===== config.mk =====
export PLATFORM = sky130hd
export DESIGN_NAME = fifo_byte_reader
export DESIGN_NICKNAME = d
export VERILOG_FILES = /design/src/rtl/fifo_byte_reader.sv
export SDC_FILE = /design/constraint.sdc
export NUM_CORES = 1
export LEC_CHECK = 0
export ABC_AREA = 1
export CAP_MARGIN = 25
export CORE_ASPECT_RATIO = 0.9
export CORE_MARGIN = 2
export CORE_UTILIZATION = 55
export DETAILED_ROUTE_END_ITERATION = 7
export GPL_TIMING_DRIVEN = 0
export PLACE_DENSITY = 0.8
export REMOVE_ABC_BUFFERS = 1
export SYNTH_ARGS = -nofsm -noshare
export SYNTH_HDL_FRONTEND = slang
export SYNTH_SLANG_ARGS = --single-unit

===== constraint.sdc =====
create_clock -name clk -period 2.4 [get_ports clk]
set_input_delay 0.48 -clock clk [delete_from_list [all_inputs] [get_ports clk]]
set_output_delay 0.48 -clock clk [all_outputs]
set_load 0.02 [all_outputs]

===== src/rtl/fifo_byte_reader.sv =====
// Assembles WORD_W bits popped from a 1-bit synchronous FIFO into a word, LSB first.
// Optional even-parity output is built only when FIFO_BYTE_READER_PARITY_EN is defined.
module fifo_byte_reader #(
  parameter int WORD_W = 8
) (
  input  logic              clk,
  input  logic              rst,
  input  logic              fifo_empty,
  input  logic              fifo_data_out,
  output logic              fifo_rd_en,
  input  logic              flush,
  output logic [WORD_W-1:0] word_out,
  output logic              word_valid,
`ifdef FIFO_BYTE_READER_PARITY_EN
  output logic              word_parity,
`endif
  input  logic              word_ready,
  output logic              busy
);

  localparam int CW = $clog2(WORD_W + 1);
  localparam logic [CW-1:0] CNT_FULL = CW'(WORD_W);
  localparam logic [CW-1:0] CNT_LAST = CW'(WORD_W - 1);

  typedef enum logic {
    FILL = 1'b0,
    HOLD = 1'b1
  } state_t;

  state_t            state_q, state_d;
  logic [CW-1:0]     issue_cnt, cap_cnt;
  logic              pend_q;
  logic [WORD_W-1:0] word_q, word_next;
  logic              capture, last_bit, handshake;

  // A pending bit is captured unless a flush in FILL discards it.
  assign capture   = (state_q == FILL) && pend_q && !flush;
  assign last_bit  = capture && (cap_cnt == CNT_LAST);
  assign handshake = (state_q == HOLD) && word_valid && word_ready;

  always_comb begin
    word_next = word_q;
    for (int i = 0; i < WORD_W; i++) begin
      if (cap_cnt == CW'(i)) word_next[i] = fifo_data_out;
    end
  end

  always_comb begin
    // NOTE: every output of this block gets a default first so no path can infer a latch.
    state_d    = state_q;
    fifo_rd_en = 1'b0;
    busy       = 1'b0;
    case (state_q)
      FILL: begin
        fifo_rd_en = !fifo_empty && (issue_cnt < CNT_FULL) && !flush && !rst;
        busy       = (issue_cnt != '0) || (cap_cnt != '0);
        if (last_bit) state_d = HOLD;
      end
      HOLD: begin
        busy = 1'b1;
        if (word_valid && word_ready) state_d = FILL;
      end
      default: state_d = FILL;
    endcase
  end

  // NOTE: sequential state uses non-blocking assignments so every register samples pre-edge values.
  always_ff @(posedge clk or posedge rst) begin
    if (rst) state_q <= FILL;
    else     state_q <= state_d;
  end

  always_ff @(posedge clk or posedge rst) begin
    if (rst) begin
      issue_cnt   <= '0;
      cap_cnt     <= '0;
      pend_q      <= 1'b0;
      word_q      <= '0;
      word_out    <= '0;
      word_valid  <= 1'b0;
`ifdef FIFO_BYTE_READER_PARITY_EN
      word_parity <= 1'b0;
`endif
    end else begin
      pend_q <= fifo_rd_en;
      if ((state_q == FILL) && flush) begin
        issue_cnt <= '0;
        cap_cnt   <= '0;
      end else if (handshake) begin
        issue_cnt  <= '0;
        cap_cnt    <= '0;
        word_valid <= 1'b0;
      end else begin
        if (fifo_rd_en) issue_cnt <= issue_cnt + CW'(1);
        if (capture) begin
          word_q  <= word_next;
          cap_cnt <= cap_cnt + CW'(1);
        end
        if (last_bit) begin
          word_out    <= word_next;
          word_valid  <= 1'b1;
`ifdef FIFO_BYTE_READER_PARITY_EN
          word_parity <= ^word_next;
`endif
        end
      end
    end
  end

endmodule


==> results of run 1 <==
logic make-up (layout without fill, tap and decap cells):
logic type,Yosys count,count (layout)
fa+ha+maj,6,6
buf+inv,21,41
flops,26,26
compound gates,23,23
simple gates,82,82
power by group through the flow:
stage               clock network, mW  logic (mW)  registers (mW)
floorplan                           0      0.0546           0.469
global placement                    0      0.0783           0.471
detailed placement                  0      0.0819           0.472
CTS                             0.231      0.0851           0.464
global route                    0.248      0.0956           0.466
finish                          0.221      0.0829           0.465
synth_stat cells:
cell | count | area share
ha_1 | 6 | 0.058
nand2_4 | 1 | 0.0087
nand2_1 | 61 | 0.18
inv_6 | 1 | 0.0068
inv_1 | 17 | 0.049
nor2_1 | 9 | 0.026
dfrtp_1 | 26 | 0.50
o21ai_0 | 11 | 0.042
o21ai_1 | 5 | 0.019
buf_6 | 1 | 0.0087
a21oi_1 | 6 | 0.023
nand3_1 | 7 | 0.027
nand3_4 | 1 | 0.014
nor2_4 | 3 | 0.026
a211oi_1 | 1 | 0.0058
buf_2 | 1 | 0.0039
inv_2 | 1 | 0.0029
how the worst min path moves through the flow:
| stage | startpoint | end | cells after the start |
|---|---|---|---|
| 2_1_floorplan | word_q[4] | word_q[4] | 2 |
| 3_3_place_gp | word_out[7] | word_out[7] | 2 |
| 3_5_place_dp | word_out[7] | word_out[7] | 2 |
| 4_1_cts | word_out[5] | word_out[5] | 2 |
| 5_1_grt | word_q[5] | word_q[5] | 2 |
| 6_report | word_out[7] | word_out[7] | 2 |
registers in the layout, indices dropped and copies added, names as in the netlist:
name        count
cap_cnt         4
issue_cnt       4
pend_q          1
state_q         1
word_out        8
word_q          7
word_valid      1
per-stage QoR:
stage	setup WS [ns]	utilization	power, mW	setup TNS [ns]	hold slack (ns)
floorplan	0.431	-	0.524	0	0.449
global placement	-0.772	0.669	0.549	-0.772	0.462
detailed placement	-0.856	0.669	0.554	-1.02	0.464
CTS	0.00969	0.694	0.780	0	0.499
global route	0.163	0.695	0.810	0	0.524
finish	0.230	0.695	0.768	0	0.495
layout make-up:
type / count / area, sq um / share of cell area
Timing Repair Buffer: 17 / 169 / 0.110
Clock buffer: 4 / 36.3 / 0.0237
Sequential cell: 26 / 651 / 0.425
Inverter: 19 / 80.1 / 0.0523
Timing Repair inverter: 1 / 5.00 / 0.00327
Tap cell: 27 / 33.8 / 0.0221
Multi-Input combinational cell: 111 / 556 / 0.363
repair_timing:
action,CTS,global route
gates cloned,1,0
gates resized for setup,3,1
endpoints found under the setup margin,2,1
pin swaps,0,0
setup buffers,1,0
layout by cell type (no fill, tap or decap):
cell type / synthesis / layout
a21oi_1: 6 / 6
clkinvlp_2: 0 / 1
clkinvlp_4: 0 / 1
nor2_4: 3 / 3
inv_1: 17 / 16
clkdlybuf4s50_1: 0 / 14
inv_2: 1 / 1
nor2_2: 0 / 1
inv_6: 1 / 1
a211oi_1: 1 / 1
o21ai_1: 5 / 5
buf_4: 0 / 1
nand2_1: 61 / 61
clkbuf_4: 0 / 3
dlygate4sd2_1: 0 / 1
nand2_4: 1 / 1
o21ai_0: 11 / 11
nor2_1: 9 / 8
nand3_1: 7 / 7
ha_1: 6 / 6
nand3_4: 1 / 1
dlymetal6s2s_1: 0 / 1
clkbuf_8: 0 / 1
dfrtp_1: 26 / 26
critical path, cell delays in order:
cell and delay (ns):
clkdlybuf4s50_1 0.46, nor2_4 0.14, inv_1 0.08, nor2_4 0.17
dlygate4sd2_1 0.35
per-layer routing:
layer / share of wire / GRT usage / vias to the layer above
met3: 0.043 / 0.0545 / 2
met4: 0.0052 / 0.0366 / 0
met2: 0.47 / 0.327 / 19
met5: 0 / 0 / -
met1: 0.48 / 0.281 / 511
li1: - / - / 532
==> results.py, run 1 <==
metrics = {
    "critical_path": {
        "cp.arrival_ns": 1.69,
        "cp-endpoint": "fifo_rd_en",
        "r2r-end": "word_out[4]",
        "cp_max_fo": 7,
        "crit_type": "in2out",
        "critPathLaunch": "flush",
        "r2r_slack_ns": 1.01,
        "reg2reg_from": "state_q",
        "crit_path_start_kind": "input pin",
        "cp-end-kind": "output pin",
        "cp.required_ns": 1.92,
        "reg2reg_depth": 7,
    },
    "clock_tree": {
        "root_buffer": "clkbuf_4",
        "cts.sinks": 26,
        "cts_tree": "yes",
        "cts-buffers-inserted": 3,
        "clk_pin_slew_worst_paths_ns": 0.13,
        "clockBufferDepth": 2,
        "htree_levels": 1,
        "clk-insertion-delay-late_ns": 0.32,
        "cts_hold_buf": 0,
    },
    "routing": {
        "antenna_left": 0,
        "wl_per_cell_um": 12.3,
        "drcViolationCount": 0,
        "firstDrtPassIters": 4,
        "drtIter0Drc": 27,
        "via_per_inst": 5.19,
        "routed_wl_um": 2520,
        "vias": 1064,
    },
    "sta": {
        "slew_headroom": 0.583,
        "worstMarginPinSlew_ns": 0.621,
        "finClkSkew_ns": 0.00622,
        "hold_violations": 0,
        "max_freq_ghz": 0.461,
        "post-route-period-util": 0.904,
        "period_needed_ns": 2.17,
        "maxSlewViolCount": 0,
        "rsz0062_at_grt": "no",
        "finalSetupViolations": 0,
    },
    "floorplan": {
        "die_h_um": 50.1,
        "die_w_um": 55.2,
        "start_util": 0.589,
        "pin_count": 17,
        "row_count": 16,
        "die-area_sq_mm": 0.00276,
        "coreArea_sq_mm": 0.00220,
    },
    "run_status": {
        "outcome": "finished clean",
    },
    "place": {
        "dp_cells": 199,
        "placed_area_sq_mm": 0.00147,
        "gp_congestion": 0.814,
        "io_buffers": 16,
        "hpwl_um": 1810,
    },
    "cells_and_area": {
        "drive_gt1_frac": 0.0843,
        "stdcell_area_sq_mm": 0.00153,
        "num-fill-cells": 182,
        "num_antenna_cells": 0,
        "syn_to_final_growth_pct": 18.1,
        "final_net_count": 191,
        "fin_cells": 205,
    },
    "power": {
        "p_per_area_mw_per_mm2": 502,
        "switching_share": 0.248,
        "p_comb_frac": 0.108,
        "clkPwrFrac": 0.287,
        "p_leak_nw": 0.782,
        "seq_power_share": 0.605,
        "internal_power_mw": 0.578,
        "vdd_drop_max_mv": 0.408,
        "switchingPower_mw": 0.190,
    },
    "run": {
        "drv_cap": 0,
    },
    "yosys": {
        "synthDistinctLibCells": 17,
        "ys_seq_area_frac": 0.502,
        "synth.area.mux_share": 0,
        "yosys_warnings": 0,
        "syn_area_sq_mm": 0.00130,
        "syn_inst": 158,
        "synthAdderAreaFrac": 0.0579,
        "synth_top_family_by_area": "simple AND/OR/NAND/NOR gates",
        "ys_ff_latch": 26,
        "avgSynthCellArea_sq_um": 8.20,
        "synth_compound_area_frac": 0.0907,
        "yosys.area_share.simple": 0.278,
        "synth_xor_area_frac": 0,
    },
    "grt": {
        "grt_start_max_net_pins": 16,
        "antenna_found_initial": 0,
        "grt_pass1_vias": 938,
        "grtUsageTotal": 0.206,
        "grt_overflow": 0,
        "grt_pass1_wl_um": 4070,
    },
    "hold_path": {
        "hp-class": "reg2reg",
    },
}
No activity file was read; power rests on OpenSTA's default activity.
==> inputs of run 2 (changes only) <==
--- a/config.mk
+++ b/config.mk
@@ -9,10 +9,10 @@
 export CAP_MARGIN = 25
 export CORE_ASPECT_RATIO = 0.9
 export CORE_MARGIN = 2
-export CORE_UTILIZATION = 55
+export CORE_UTILIZATION = 48
 export DETAILED_ROUTE_END_ITERATION = 7
 export GPL_TIMING_DRIVEN = 0
-export PLACE_DENSITY = 0.8
+export PLACE_DENSITY = 0.74
 export REMOVE_ABC_BUFFERS = 1
 export SYNTH_ARGS = -nofsm -noshare
 export SYNTH_HDL_FRONTEND = slang
==> constraint.sdc (replaced) <==
create_clock -name clk -period 1.8 [get_ports clk]
set_input_delay 0.36 -clock clk [delete_from_list [all_inputs] [get_ports clk]]
set_output_delay 0.36 -clock clk [all_outputs]
set_load 0.02 [all_outputs]
==> run 2 against run 1 <==
  * The flow now finishes with violations (DRC)
  * First-iteration DRC count is 120% higher
  * Utilization fell by 5.9 points
  * Worst hold slack got worse by 0.0010 ns
  * Largest power group unchanged
==> results.py, run 2 (synthesis results as in run 1) <==
metrics = {
    "routing": {
        "drcViolationCount": 3,
        "routed_wl_um": 2620,
        "drtIter0Drc": 60,
        "wl_per_cell_um": 12.4,
        "antenna_left": 0,
        "firstDrtPassIters": 6,
        "via_per_inst": 5.10,
        "vias": 1077,
    },
    "critical_path": {
        "reg2reg_depth": 7,
        "critPathLaunch": "rst",
        "cp_max_fo": 4,
        "slowest_delay_ns": 0.57,
        "crit_chain": "clkdlybuf4s50_1, clkinvlp_4, nand2_1, nor2_4, buf_4",
        "cp.arrival_ns": 1.41,
        "crit_type": "in2out",
        "reg2reg_from": "state_q",
        "cp-end-kind": "output pin",
        "r2r-end": "word_out[5]",
        "cp.required_ns": 1.44,
        "crit_path_start_kind": "input pin",
        "cpMaxStageDelayCell": "clkdlybuf4s50_1",
        "r2r_slack_ns": 0.44,
    },
    "floorplan": {
        "die_h_um": 53.3,
        "die_w_um": 58.8,
        "row_count": 17,
        "coreArea_sq_mm": 0.00251,
        "pin_count": 17,
        "start_util": 0.516,
        "die-area_sq_mm": 0.00313,
    },
    "sta": {
        "post-route-period-util": 0.983,
        "slew_headroom": 0.563,
        "period_needed_ns": 1.77,
        "hold_violations": 0,
        "worstMarginPinSlew_ns": 0.652,
        "finalSetupViolations": 0,
        "max_freq_ghz": 0.565,
        "finClkSkew_ns": 0.00279,
        "maxSlewViolCount": 0,
    },
    "cells_and_area": {
        "drive_gt1_frac": 0.164,
        "layout_commonest_cell": "nand2_1",
        "top_register": "word_out",
        "top_regs": "word_out x8, word_q x7",
        "final_cell_mix": "nand2_1, dfrtp_1, inv_1, clkdlybuf4s50_1, o21ai_0",
        "syn_to_final_growth_pct": 23.1,
        "regArea_sq_um": 653,
        "final_net_count": 197,
        "largest_reg_flops": 8,
        "multiInputGateArea_sq_um": 588,
        "fin_cells": 211,
        "stdcell_area_sq_mm": 0.00160,
        "num_antenna_cells": 0,
        "num-fill-cells": 207,
    },
    "clock_tree": {
        "clk-insertion-delay-late_ns": 0.32,
        "root_buffer": "clkbuf_4",
        "cts_hold_buf": 0,
        "cts_tree": "yes",
        "clk_pin_slew_worst_paths_ns": 0.13,
        "htree_levels": 1,
        "clockBufferDepth": 2,
        "cts-buffers-inserted": 3,
        "cts.sinks": 26,
    },
    "grt": {
        "grt_pass1_vias": 959,
        "grt_overflow": 0,
        "grt_start_max_net_pins": 16,
        "antenna_found_initial": 0,
        "grtUsageTotal": 0.177,
        "grt_pass1_wl_um": 4200,
    },
    "place": {
        "gp_congestion": 0.807,
        "hpwl_um": 1720,
        "placed_area_sq_mm": 0.00148,
        "dp_cells": 200,
        "io_buffers": 16,
    },
    "run": {
        "drv_cap": 0,
    },
    "run_status": {
        "violations": "DRC",
        "outcome": "finished with violations",
    },
    "power": {
        "p_per_area_mw_per_mm2": 623,
        "vdd_drop_max_mv": 0.335,
        "p_leak_nw": 0.800,
    },
    "hold_path": {
        "hp-class": "reg2reg",
        "holdPathEnd": "word_out[4]",
        "min_path_cells": 2,
        "min-delay-start": "word_out[4]",
    },
}
[run 2: cell types whose count changed in the layout (fill, tap and decap cells not counted), sizes merged]
cell / delta
clkbuf: -1
dlymetal6s2s: -1
dlygate4sd2: -1
buf: +8
[run 2: metal layers]
metal  global-route usage  up-vias  routed length (um)
met5                    0        -                   0
met4               0.0568        0                  51
met3               0.0293        5                  69
met2                0.278       15                1220
met1                0.248      508                1290
li1                     -      549                   -
[run 2: worst max-delay path, delay by kind of cell]
family	cells	cell delay, ns
simple gates	2	0.18
buf+inv	3	0.86
[run 2: power breakdown]
part | internal, mW | leakage [nW] | switching, mW
Clock | 0.0787 | 0.0138 | 0.171
Sequential | 0.605 | 0.356 | 0.0123
Combinational | 0.0520 | 0.430 | 0.0749
[run 2: area by class of cell]
type                    count  share of cell area
inverters                  19              0.0502
flip-flops and latches     26               0.409
well taps                  28              0.0220
repair inverters            1             0.00314
repair buffers             23               0.133
clock buffers               3              0.0141
multi-input cells         111               0.369
[run 2: stage by stage]
| stage | power (mW) | setup TNS [ns] | worst slack [ns] | utilization | hold slack (ns) |
|---|---|---|---|---|---|
| after floorplan | 0.698 | 0 | 0.0715 | - | 0.417 |
| after global placement | 0.732 | -3.29 | -1.15 | 0.588 | 0.460 |
| after detailed placement | 0.736 | -3.51 | -1.18 | 0.588 | 0.467 |
| after CTS | 0.986 | 0 | 0.000455 | 0.610 | 0.490 |
| after global routing | 1.04 | -0.0298 | -0.0296 | 0.636 | 0.495 |
| final | 0.994 | 0 | 0.0303 | 0.636 | 0.494 |
[run 2: worst max-delay path by stage]
| stage | slack [ns] | depth (start not counted) | end |
|---|---|---|---|
| after floorplan | 0.07 | 3 | fifo_rd_en |
| after global placement | -1.15 | 5 | fifo_rd_en |
| after detailed placement | -1.18 | 5 | fifo_rd_en |
| after CTS | 0.0005 | 6 | busy |
| after global routing | -0.03 | 6 | busy |
| final | 0.03 | 5 | fifo_rd_en |
[run 2: what timing repair did]
item,CTS,global route
endpoints found under the hold margin,0,0
endpoints found under the setup margin,6,2
setup buffers,3,4
pin swaps,1,2
gates cloned,1,0
resized for setup,16,8
